`config.mk`:
```
export PLATFORM = sky130hd
export DESIGN_NAME = usb_rx_packet_ctrl_flat
export DESIGN_NICKNAME = d
export VERILOG_FILES = /design/src/rtl/usb_rx_pkg.sv /design/src/rtl/usb_rx_packet_ctrl_if.sv /design/src/rtl/usb_pid_check.sv /design/src/rtl/usb_rx_packet_ctrl.sv /design/src/flat_wrapper.sv
export SDC_FILE = /design/constraint.sdc
export NUM_CORES = 1
export LEC_CHECK = 0
export ABC_AREA = 0
export BUFFER_PORTS_ARGS = -buffer_cell sky130_fd_sc_hd__buf_4
export CAP_MARGIN = 0
export CORE_MARGIN = 2
export CORE_UTILIZATION = 50
export DETAILED_ROUTE_END_ITERATION = 8
export GPL_ROUTABILITY_DRIVEN = 0
export PLACE_DENSITY = 0.85
export SLEW_MARGIN = 0
export SYNTH_ARGS = -nofsm -noshare
export SYNTH_HDL_FRONTEND = slang
export SYNTH_SLANG_ARGS = --single-unit
```
`constraint.sdc`:
```
create_clock -name clk -period 2.52 [get_ports clk]
set_input_delay 0.378 -clock clk [delete_from_list [all_inputs] [get_ports clk]]
set_output_delay 0.378 -clock clk [all_outputs]
set_load 0.1 [all_outputs]
```
`src/rtl/usb_rx_pkg.sv`:
```
// Shared types for the USB RX packet read controller.
package usb_rx_pkg;

    typedef enum logic [2:0] {
        StIdle,
        StFill,
        StStream,
        StFlush,
        StDone
    } rx_state_t;

    typedef logic [1:0] err_code_t;

    localparam err_code_t ERR_NONE = 2'd0;
    localparam err_code_t ERR_PID  = 2'd1;
    localparam err_code_t ERR_LINE = 2'd2;
    localparam err_code_t ERR_OVF  = 2'd3;

endpackage

```
`src/rtl/usb_rx_packet_ctrl_if.sv`:
```
// FIFO-side, consumer-side and status signals of the RX packet controller.
interface usb_rx_packet_ctrl_if #(
    parameter int unsigned MAX_BYTES = 64
) ();
    import usb_rx_pkg::*;

    localparam int unsigned CNT_W = $clog2(MAX_BYTES + 1);

    logic [7:0]       r_data;
    logic             empty;
    logic             rcving;
    logic             r_error;
    logic             r_enable;
    logic [7:0]       out_data;
    logic             out_valid;
    logic             out_last;
    logic             out_ready;
    logic             pkt_done;
    logic             pkt_err;
    err_code_t        err_code;
    logic [3:0]       pid;
    logic [CNT_W-1:0] byte_count;

    modport master (
        input  r_data, empty, rcving, r_error, out_ready,
        output r_enable, out_data, out_valid, out_last,
               pkt_done, pkt_err, err_code, pid, byte_count
    );

    modport slave (
        output r_data, empty, rcving, r_error, out_ready,
        input  r_enable, out_data, out_valid, out_last,
               pkt_done, pkt_err, err_code, pid, byte_count
    );

endinterface

```
`src/rtl/usb_pid_check.sv`:
```
// A PID byte is valid when its upper nibble is the complement of its lower nibble.
module usb_pid_check (
    input  logic [7:0] pid_byte,
    output logic       pid_ok
);

    assign pid_ok = (pid_byte[7:4] == ~pid_byte[3:0]);

endmodule

```
`src/rtl/usb_rx_packet_ctrl.sv`:
```
// Drains the receiver FIFO packet by packet: PID check, byte streaming with end marker,
// and per-packet status.
module usb_rx_packet_ctrl
    import usb_rx_pkg::*;
#(
    parameter int unsigned MAX_BYTES = 64
) (
    input logic                  clk,
    input logic                  n_rst,
    usb_rx_packet_ctrl_if.master bus
);

    localparam int unsigned     CNT_W   = $clog2(MAX_BYTES + 1);
    localparam logic [CNT_W-1:0] CNT_MAX = CNT_W'(MAX_BYTES);

    rx_state_t        state_q, state_d;
    logic [7:0]       hold_q, hold_d;
    logic [3:0]       pid_q, pid_d;
    err_code_t        err_q, err_d;
    logic [CNT_W-1:0] cnt_q, cnt_d;
    logic             done_q, done_err_q;

    logic pid_ok;
    logic at_max;
    logic r_enable, out_valid, out_last;

    usb_pid_check u_pid_check (
        .pid_byte (bus.r_data),
        .pid_ok   (pid_ok)
    );

    assign at_max = (cnt_q == CNT_MAX);

    always_comb begin
        state_d   = state_q;
        hold_d    = hold_q;
        pid_d     = pid_q;
        err_d     = err_q;
        cnt_d     = cnt_q;
        r_enable  = 1'b0;
        out_valid = 1'b0;
        out_last  = 1'b0;

        case (state_q)
            StIdle: begin
                if (!bus.empty) begin
                    r_enable = 1'b1;
                    pid_d    = bus.r_data[3:0];
                    cnt_d    = '0;
                    if (pid_ok) begin
                        err_d   = ERR_NONE;
                        state_d = StFill;
                    end else begin
                        err_d   = ERR_PID;
                        state_d = StFlush;
                    end
                end
            end
            StFill: begin
                if (bus.r_error) begin
                    err_d   = ERR_LINE;
                    state_d = StFlush;
                end else if (!bus.empty) begin
                    if (at_max) begin
                        err_d   = ERR_OVF;
                        state_d = StFlush;
                    end else begin
                        r_enable = 1'b1;
                        hold_d   = bus.r_data;
                        cnt_d    = cnt_q + CNT_W'(1);
                        state_d  = StStream;
                    end
                end else if (!bus.rcving) begin
                    state_d = StDone;
                end
            end
            StStream: begin
                if (bus.r_error) begin
                    err_d   = ERR_LINE;
                    state_d = StFlush;
                end else if (!bus.empty && at_max) begin
                    // Another byte behind a full count: drop the held byte, never present it.
                    err_d   = ERR_OVF;
                    state_d = StFlush;
                end else begin
                    out_valid = !bus.empty || !bus.rcving;
                    out_last  = bus.empty && !bus.rcving;
                    if (out_valid && bus.out_ready) begin
                        if (out_last) begin
                            state_d = StDone;
                        end else begin
                            r_enable = 1'b1;
                            hold_d   = bus.r_data;
                            cnt_d    = cnt_q + CNT_W'(1);
                        end
                    end
                end
            end
            StFlush: begin
                r_enable = !bus.empty;
                if (bus.empty && !bus.rcving) begin
                    state_d = StDone;
                end
            end
            StDone: begin
                state_d = StIdle;
            end
            default: begin
                state_d = StIdle;
            end
        endcase
    end

    always_ff @(posedge clk) begin
        if (!n_rst) begin
            state_q    <= StIdle;
            hold_q     <= '0;
            pid_q      <= '0;
            err_q      <= ERR_NONE;
            cnt_q      <= '0;
            done_q     <= 1'b0;
            done_err_q <= 1'b0;
        end else begin
            state_q    <= state_d;
            hold_q     <= hold_d;
            pid_q      <= pid_d;
            err_q      <= err_d;
            cnt_q      <= cnt_d;
            done_q     <= (state_d == StDone);
            done_err_q <= (state_d == StDone) && (err_d != ERR_NONE);
        end
    end

    // Gate the combinational strobes so nothing is popped or offered while held in reset.
    assign bus.r_enable   = r_enable & n_rst;
    assign bus.out_valid  = out_valid & n_rst;
    assign bus.out_last   = out_last & n_rst;
    assign bus.out_data   = hold_q;
    assign bus.pkt_done   = done_q;
    assign bus.pkt_err    = done_err_q;
    assign bus.err_code   = err_q;
    assign bus.pid        = pid_q;
    assign bus.byte_count = cnt_q;

endmodule

```
`src/flat_wrapper.sv`:
```
// flat-port wrapper written by rule: the top's interface ports become plain ports
module usb_rx_packet_ctrl_flat import usb_rx_pkg::*;
#(
    parameter int unsigned MAX_BYTES = 64
)
  (clk, n_rst, bus_r_data, bus_empty, bus_rcving, bus_r_error, bus_out_ready, bus_r_enable, bus_out_data, bus_out_valid, bus_out_last, bus_pkt_done, bus_pkt_err, bus_err_code, bus_pid, bus_byte_count);
  usb_rx_packet_ctrl_if #(.MAX_BYTES(MAX_BYTES)) bus_i ();
  input logic clk;
  input logic n_rst;
  input wire logic [$bits(bus_i.r_data)-1:0] bus_r_data;
  input wire logic [$bits(bus_i.empty)-1:0] bus_empty;
  input wire logic [$bits(bus_i.rcving)-1:0] bus_rcving;
  input wire logic [$bits(bus_i.r_error)-1:0] bus_r_error;
  input wire logic [$bits(bus_i.out_ready)-1:0] bus_out_ready;
  output wire logic [$bits(bus_i.r_enable)-1:0] bus_r_enable;
  output wire logic [$bits(bus_i.out_data)-1:0] bus_out_data;
  output wire logic [$bits(bus_i.out_valid)-1:0] bus_out_valid;
  output wire logic [$bits(bus_i.out_last)-1:0] bus_out_last;
  output wire logic [$bits(bus_i.pkt_done)-1:0] bus_pkt_done;
  output wire logic [$bits(bus_i.pkt_err)-1:0] bus_pkt_err;
  output wire logic [$bits(bus_i.err_code)-1:0] bus_err_code;
  output wire logic [$bits(bus_i.pid)-1:0] bus_pid;
  output wire logic [$bits(bus_i.byte_count)-1:0] bus_byte_count;
  assign bus_i.r_data = bus_r_data;
  assign bus_i.empty = bus_empty;
  assign bus_i.rcving = bus_rcving;
  assign bus_i.r_error = bus_r_error;
  assign bus_i.out_ready = bus_out_ready;
  assign bus_r_enable = bus_i.r_enable;
  assign bus_out_data = bus_i.out_data;
  assign bus_out_valid = bus_i.out_valid;
  assign bus_out_last = bus_i.out_last;
  assign bus_pkt_done = bus_i.pkt_done;
  assign bus_pkt_err = bus_i.pkt_err;
  assign bus_err_code = bus_i.err_code;
  assign bus_pid = bus_i.pid;
  assign bus_byte_count = bus_i.byte_count;
  usb_rx_packet_ctrl #(.MAX_BYTES(MAX_BYTES)) u_core (.clk(clk), .n_rst(n_rst), .bus(bus_i));
endmodule
```
==> results of run 1 <==
-- metal layers --
metal | wire length, um | GRT usage
met5 | 0 | 0
met4 | 24 | 0.0850
met3 | 201 | 0.0349
met2 | 1570 | 0.353
met1 | 1420 | 0.264
-- registers in the layout (all words and copies together) (netlist names) --
name                   cells
u_core.bus.pid             4
u_core.bus.byte_count      7
u_core.state_q             3
u_core.bus.pkt_done        1
u_core.bus.pkt_err         1
u_core.bus.err_code        2
u_core.bus.out_data        8
-- cells by family after synthesis --
kind of cell             share of synthesized area
AND/OR/NAND/NOR                              0.270
AO/OA/AOI/OAI                                0.213
flip-flops                                   0.383
buffers and inverters                       0.0406
XOR/XNOR                                    0.0452
multiplexers                                0.0295
adder cells (fa/ha/maj)                     0.0184
-- power by group through the flow --
stage,Combinational [uW],Sequential (uW),Clock (uW)
finish,493,485,208
global route,522,490,223
CTS,493,484,211
detailed placement,492,492,0
global placement,482,490,0
floorplan,199,675,0
-- worst max path at each step --
stage,startpoint,end
finish,u_core.state_q[1],bus_out_valid
global route,u_core.bus.byte_count[2],bus_r_enable
CTS,u_core.state_q[1],bus_out_valid
detailed placement,u_core.state_q[1],u_core.bus.byte_count[5]
global placement,u_core.state_q[0],u_core.bus.byte_count[5]
floorplan,u_core.bus.byte_count[2],bus_out_valid
-- worst max-delay path, stage by stage, from the launching register on --
cell	delay, ps
sky130_fd_sc_hd__dfxtp_1	610
sky130_fd_sc_hd__nand2b_1	150
sky130_fd_sc_hd__or3_1	430
sky130_fd_sc_hd__nor3b_4	200
sky130_fd_sc_hd__buf_4	310
-- through the flow --
stage	util	hold WS (ps)	TNS [ps]
6_report	0.683	310	0
3_5_place_dp	0.669	467	0
4_1_cts	0.683	307	0
3_3_place_gp	0.669	467	0
2_1_floorplan	-	518	-145
5_1_grt	0.683	303	0
-- layout by cell type (no fill, tap or decap), drive strengths merged, types with 2 or more instances in the layout --
cell type	synthesis	layout
or3	3	3
mux2i	4	4
and2	4	4
nand2b	8	8
or4	2	2
ha	2	2
a31oi	2	2
dfxtp	26	26
xnor2	2	2
o21ai	16	16
o32ai	2	2
buf	2	41
nor2b	7	7
nand2	14	14
nand3	11	11
clkbuf	8	4
nor2	10	10
a21oi	11	11
o31ai	3	3
inv	4	4
xor2	5	5
-- layout make-up --
cell class	count	area [um2]
multi-input cells	123	803
clock buffers	4	36.3
repair buffers	41	308
fillers	213	800
inverters	4	15.0
flip-flops and latches	26	523
well taps	30	37.5
==> reports/metrics.json, run 1 <==
{
  "yosys": {
    "synth.most_common_cell": "sky130_fd_sc_hd__dfxtp_1",
    "yosys_warnings": 0,
    "postSynthCellCount": 163,
    "post_synth_num_cell_types": 39,
    "postSynth.asyncResetShare": 0,
    "synth_seq_area_share": 0.383,
    "synth.top_cells.by_area": "sky130_fd_sc_hd__dfxtp_1 (38%), sky130_fd_sc_hd__o21ai_0 (5.9%), sky130_fd_sc_hd__a21oi_1 (4.1%)",
    "syn_nets": 179,
    "ys_top_cells_by_count": "sky130_fd_sc_hd__dfxtp_1 (26), sky130_fd_sc_hd__o21ai_0 (16), sky130_fd_sc_hd__nand2_1 (14)",
    "most_common_flop_cell_mapped_by_yosys": "sky130_fd_sc_hd__dfxtp_1",
    "yosysTopAreaCellShare": 0.383,
    "synth.cell_area_mm2": 0.00136,
    "synthesized_area_per_cell_um2": 8.33,
    "post-synth-top-area-cell": "sky130_fd_sc_hd__dfxtp_1",
    "number_of_synthesized_register_bits": 26,
    "synth-edff-count": 0
  },
  "setup_path": {
    "critPathMaxFanout": 14,
    "crit-reg2reg-launch": "u_core.state_q[1]",
    "worstRegToRegCells": 6,
    "regToRegEndpoint": "u_core.bus.byte_count[5]",
    "crit_path_dat_ps": 2000,
    "critical_path_required_ps": 2140,
    "timing.critical_path.from_type": "register",
    "worst-setup-path-type": "register to output port",
    "timing.critical_path.to_type": "output port",
    "timing.reg2reg.setup_slack_ps": 170
  },
  "min_path": {
    "hold_path_end": "u_core.bus.out_data[4]",
    "min-delay-start": "bus_r_data[4]",
    "timing.hold.worst_path_depth": 3,
    "worstHoldPathType": "primary input to register"
  },
  "power_and_ir_drop": {
    "power_report.internal_total_uw": 670,
    "power.net_switching_uw": 516,
    "p_total_uw": 1190,
    "power.combinational.fraction": 0.416,
    "vdd_drop_max_mv": 0.544,
    "pwr_density_cell_mw_per_mm2": 688,
    "clock_power_share": 0.175,
    "power_leakage_uw": 0.000686,
    "seq_power_share": 0.409,
    "switching_share": 0.435
  },
  "clocking": {
    "cts_tree": "built",
    "clk_path_buf_depth": 2,
    "clk_pin_slew_worst_paths_ps": 140,
    "cts.sinks": 26,
    "cts.root.buffer_cell": "sky130_fd_sc_hd__clkbuf_4",
    "cts.repair_timing.setup_buffer_count": 0,
    "post_cts_resized": 0,
    "cts-hold-fix-buffers": 0,
    "worstSkewPairLatency_ps": 310,
    "cts_max_level": 1,
    "cts_made_buffers": 3
  },
  "placement": {
    "number_of_cells_after_detailed_placement": 224,
    "placedInstanceArea_mm2": 0.00169,
    "pre_cts_ws_ps": 266,
    "hpwl_dp_um": 2420,
    "io_buffer_count": 39
  },
  "route": {
    "routed-via-count": 1293,
    "route.final.wire_length_um": 3210,
    "routed_via_density": 5.67,
    "detail-route-antenna-nets": 0,
    "detail_route.iter0.violations": 44,
    "drt_first_pass_iters": 5,
    "drcViolationCount": 0,
    "avgRoutedWirePerCell_um": 14.1
  },
  "floorplanning": {
    "initial_standard_cell_utilization_of_the_core": 0.538,
    "placement_rows": 18,
    "i_o_pin_count": 40,
    "dieHeight_um": 56.1,
    "die_footprint_mm2": 0.00315,
    "fp.dieW_um": 56.1,
    "core_region_area_mm2": 0.00252
  },
  "sta": {
    "grt_setup_unrepaired": "false",
    "maxClockFrequency_ghz": 0.420,
    "worst_clock_skew_ps": 7.89,
    "finalHoldViolations": 0,
    "final_period_minus_worst_setup_slack_ps": 2380,
    "tightestPinTransition_ps": 456,
    "maxSlewViolCount": 0,
    "layout_setup_ws_ps": 141,
    "timing.max_slew.rel_slack": 0.694,
    "timing.final.crit_share": 0.944,
    "timing.final.setup_violations": 0
  },
  "global_route": {
    "antenna_found_initial": 0,
    "grt_use_total": 0.210,
    "grt_pass1_wl_um": 5400,
    "grt_max_degree": 30,
    "grt_pass1_vias": 1211,
    "grt.overflow.total": 0
  },
  "layout": {
    "layout.cells.non_filler": 228,
    "area_growth_pct": 26.9,
    "antenna-diode-count": 0,
    "share_of_cells_above_drive_strength_1": 0.283,
    "layout.cell_area.non_filler_mm2": 0.00172,
    "nets": 215
  },
  "status": {
    "run_status": "complete, no violations"
  },
  "run": {
    "cap_viol_max_count": 0
  }
}
No activity file was read; power rests on OpenSTA's default activity.
==> run 2: changes to the inputs <==
--- a/config.mk
+++ b/config.mk
@@ -8,10 +8,11 @@
 export ABC_AREA = 0
 export BUFFER_PORTS_ARGS = -buffer_cell sky130_fd_sc_hd__buf_4
 export CAP_MARGIN = 0
-export CORE_MARGIN = 2
+export CORE_ASPECT_RATIO = 0.75
 export CORE_UTILIZATION = 50
 export DETAILED_ROUTE_END_ITERATION = 8
 export GPL_ROUTABILITY_DRIVEN = 0
+export GPL_TIMING_DRIVEN = 0
 export PLACE_DENSITY = 0.85
 export SLEW_MARGIN = 0
 export SYNTH_ARGS = -nofsm -noshare
==> reports/metrics.json, run 2 (synthesized netlist as in run 1, its figures left out) <==
{
  "sta": {
    "worst_clock_skew_ps": 6.38,
    "timing.max_slew.rel_slack": 0.449,
    "timing.final.crit_share": 0.967,
    "final_period_minus_worst_setup_slack_ps": 2440,
    "maxSlewViolCount": 0,
    "grt_setup_unrepaired": "false",
    "timing.final.setup_violations": 0,
    "hold_slack_ps": 302,
    "layout_setup_ws_ps": 82.2,
    "maxClockFrequency_ghz": 0.410,
    "finalHoldViolations": 0,
    "tightestPinTransition_ps": 820
  },
  "layout": {
    "layout.cells.most_common_list": "sky130_fd_sc_hd__buf_4 (38), sky130_fd_sc_hd__dfxtp_1 (24), sky130_fd_sc_hd__o21ai_0 (16)",
    "share_of_cells_above_drive_strength_1": 0.270,
    "area.sequential_um2": 523,
    "antenna-diode-count": 0,
    "largest_reg_flops": 8,
    "layout.cells.most_common": "sky130_fd_sc_hd__buf_4",
    "fillers": 183,
    "nets": 222,
    "layout.cell_area.non_filler_mm2": 0.00175,
    "finalCoreUtilization": 0.722,
    "multi_input_area_um2": 812,
    "area_growth_pct": 28.8
  },
  "power_and_ir_drop": {
    "pwr_density_cell_mw_per_mm2": 665,
    "p_total_uw": 1160,
    "power_leakage_uw": 0.000686,
    "vdd_drop_max_mv": 0.366
  },
  "floorplanning": {
    "placement_rows": 15,
    "core_region_area_mm2": 0.00242,
    "initial_standard_cell_utilization_of_the_core": 0.561,
    "die_footprint_mm2": 0.00293,
    "i_o_pin_count": 40,
    "fp.dieW_um": 62.2,
    "dieHeight_um": 47.1
  },
  "setup_path": {
    "crit_path_dat_ps": 2060,
    "critical_path_required_ps": 2140,
    "crit-reg2reg-launch": "u_core.state_q[1]",
    "worstRegToRegCells": 5,
    "critPathMaxFanout": 10,
    "timing.critical_path.to_type": "output port",
    "timing.critical_path.from_type": "register",
    "worst-setup-path-type": "register to output port",
    "worstSetupStartpoint": "u_core.state_q[2]"
  },
  "placement": {
    "placedInstanceArea_mm2": 0.00172,
    "hpwl_dp_um": 2620,
    "io_buffer_count": 39,
    "pre_cts_ws_ps": 254
  },
  "route": {
    "detail_route.iter0.violations": 55,
    "routed_via_density": 5.60,
    "routed-via-count": 1333,
    "avgRoutedWirePerCell_um": 14.3,
    "drcViolationCount": 0,
    "drt_first_pass_iters": 4,
    "detail-route-antenna-nets": 0,
    "route.final.wire_length_um": 3410
  },
  "global_route": {
    "grt_use_total": 0.240,
    "antenna_found_initial": 0,
    "grt_max_degree": 15,
    "grt_pass1_wl_um": 5330,
    "grt_pass1_vias": 1164,
    "grt.overflow.total": 0
  },
  "clocking": {
    "cts_tree": "built",
    "cts.repair_timing.setup_buffer_count": 0,
    "cts.sinks": 26,
    "clk_pin_slew_worst_paths_ps": 130,
    "cts_max_level": 1,
    "cts-hold-fix-buffers": 0,
    "clk_path_buf_depth": 2,
    "cts_made_buffers": 3,
    "cts.root.buffer_cell": "sky130_fd_sc_hd__clkbuf_4",
    "worstSkewPairLatency_ps": 320
  },
  "min_path": {
    "timing.hold.worst_path_depth": 3,
    "min-delay-start": "bus_r_data[4]",
    "worstHoldPathType": "primary input to register"
  },
  "run": {
    "cap_viol_max_count": 0
  },
  "status": {
    "run_status": "complete, no violations"
  }
}
[run 2: cell types whose count changed in the layout (fill, tap and decap cells not counted), sizes merged]
cell	previous run	this run
clkbuf	4	10
[run 2: cell type report]
type,instances,share of cell area
repair buffers,39,0.170
flip-flops and latches,26,0.299
inverters,4,0.00859
well taps,34,0.0243
multi-input cells,123,0.465
plain buffers,9,0.0208
clock buffers,3,0.0129
[run 2: worst paths after layout]
kind         slack, ps                  endpoint
max                 80             bus_out_valid
min                300    u_core.bus.out_data[4]
max reg2reg        200  u_core.bus.byte_count[5]
min reg2reg        490    u_core.bus.out_data[7]
[run 2: critical path: stages, from the launching register on]
cell and delay, ps:
sky130_fd_sc_hd__dfxtp_1 320, sky130_fd_sc_hd__clkbuf_1 280, sky130_fd_sc_hd__nand2b_1 280, sky130_fd_sc_hd__or3_1 380, sky130_fd_sc_hd__nor3b_4 230, sky130_fd_sc_hd__buf_6 250
[run 2: per-layer routing]
metal,part of all wire,up-vias,GRT usage
met5,0,-,0
met4,0.013,0,0.0837
met3,0.076,5,0.0728
met2,0.48,50,0.413
met1,0.44,617,0.297
li1,-,661,-
[run 2: timing repair]
action / in CTS / in global routing
resized for setup: 0 / 2
hold endpoints to repair: 0 / 0
endpoints found under the setup margin: 1 / 8
[run 2: report_power, final]
part | total (uW) | internal [uW] | switching (uW)
registers | 476 | 446 | 30.1
clock network | 175 | 56.1 | 119
logic | 511 | 138 | 373
[run 2: metrics by stage]
stage	std cells	TNS, ps
finish	238	0
floorplan	163	-145
global route	238	0
detailed placement	236	0
CTS	238	0
global placement	236	0
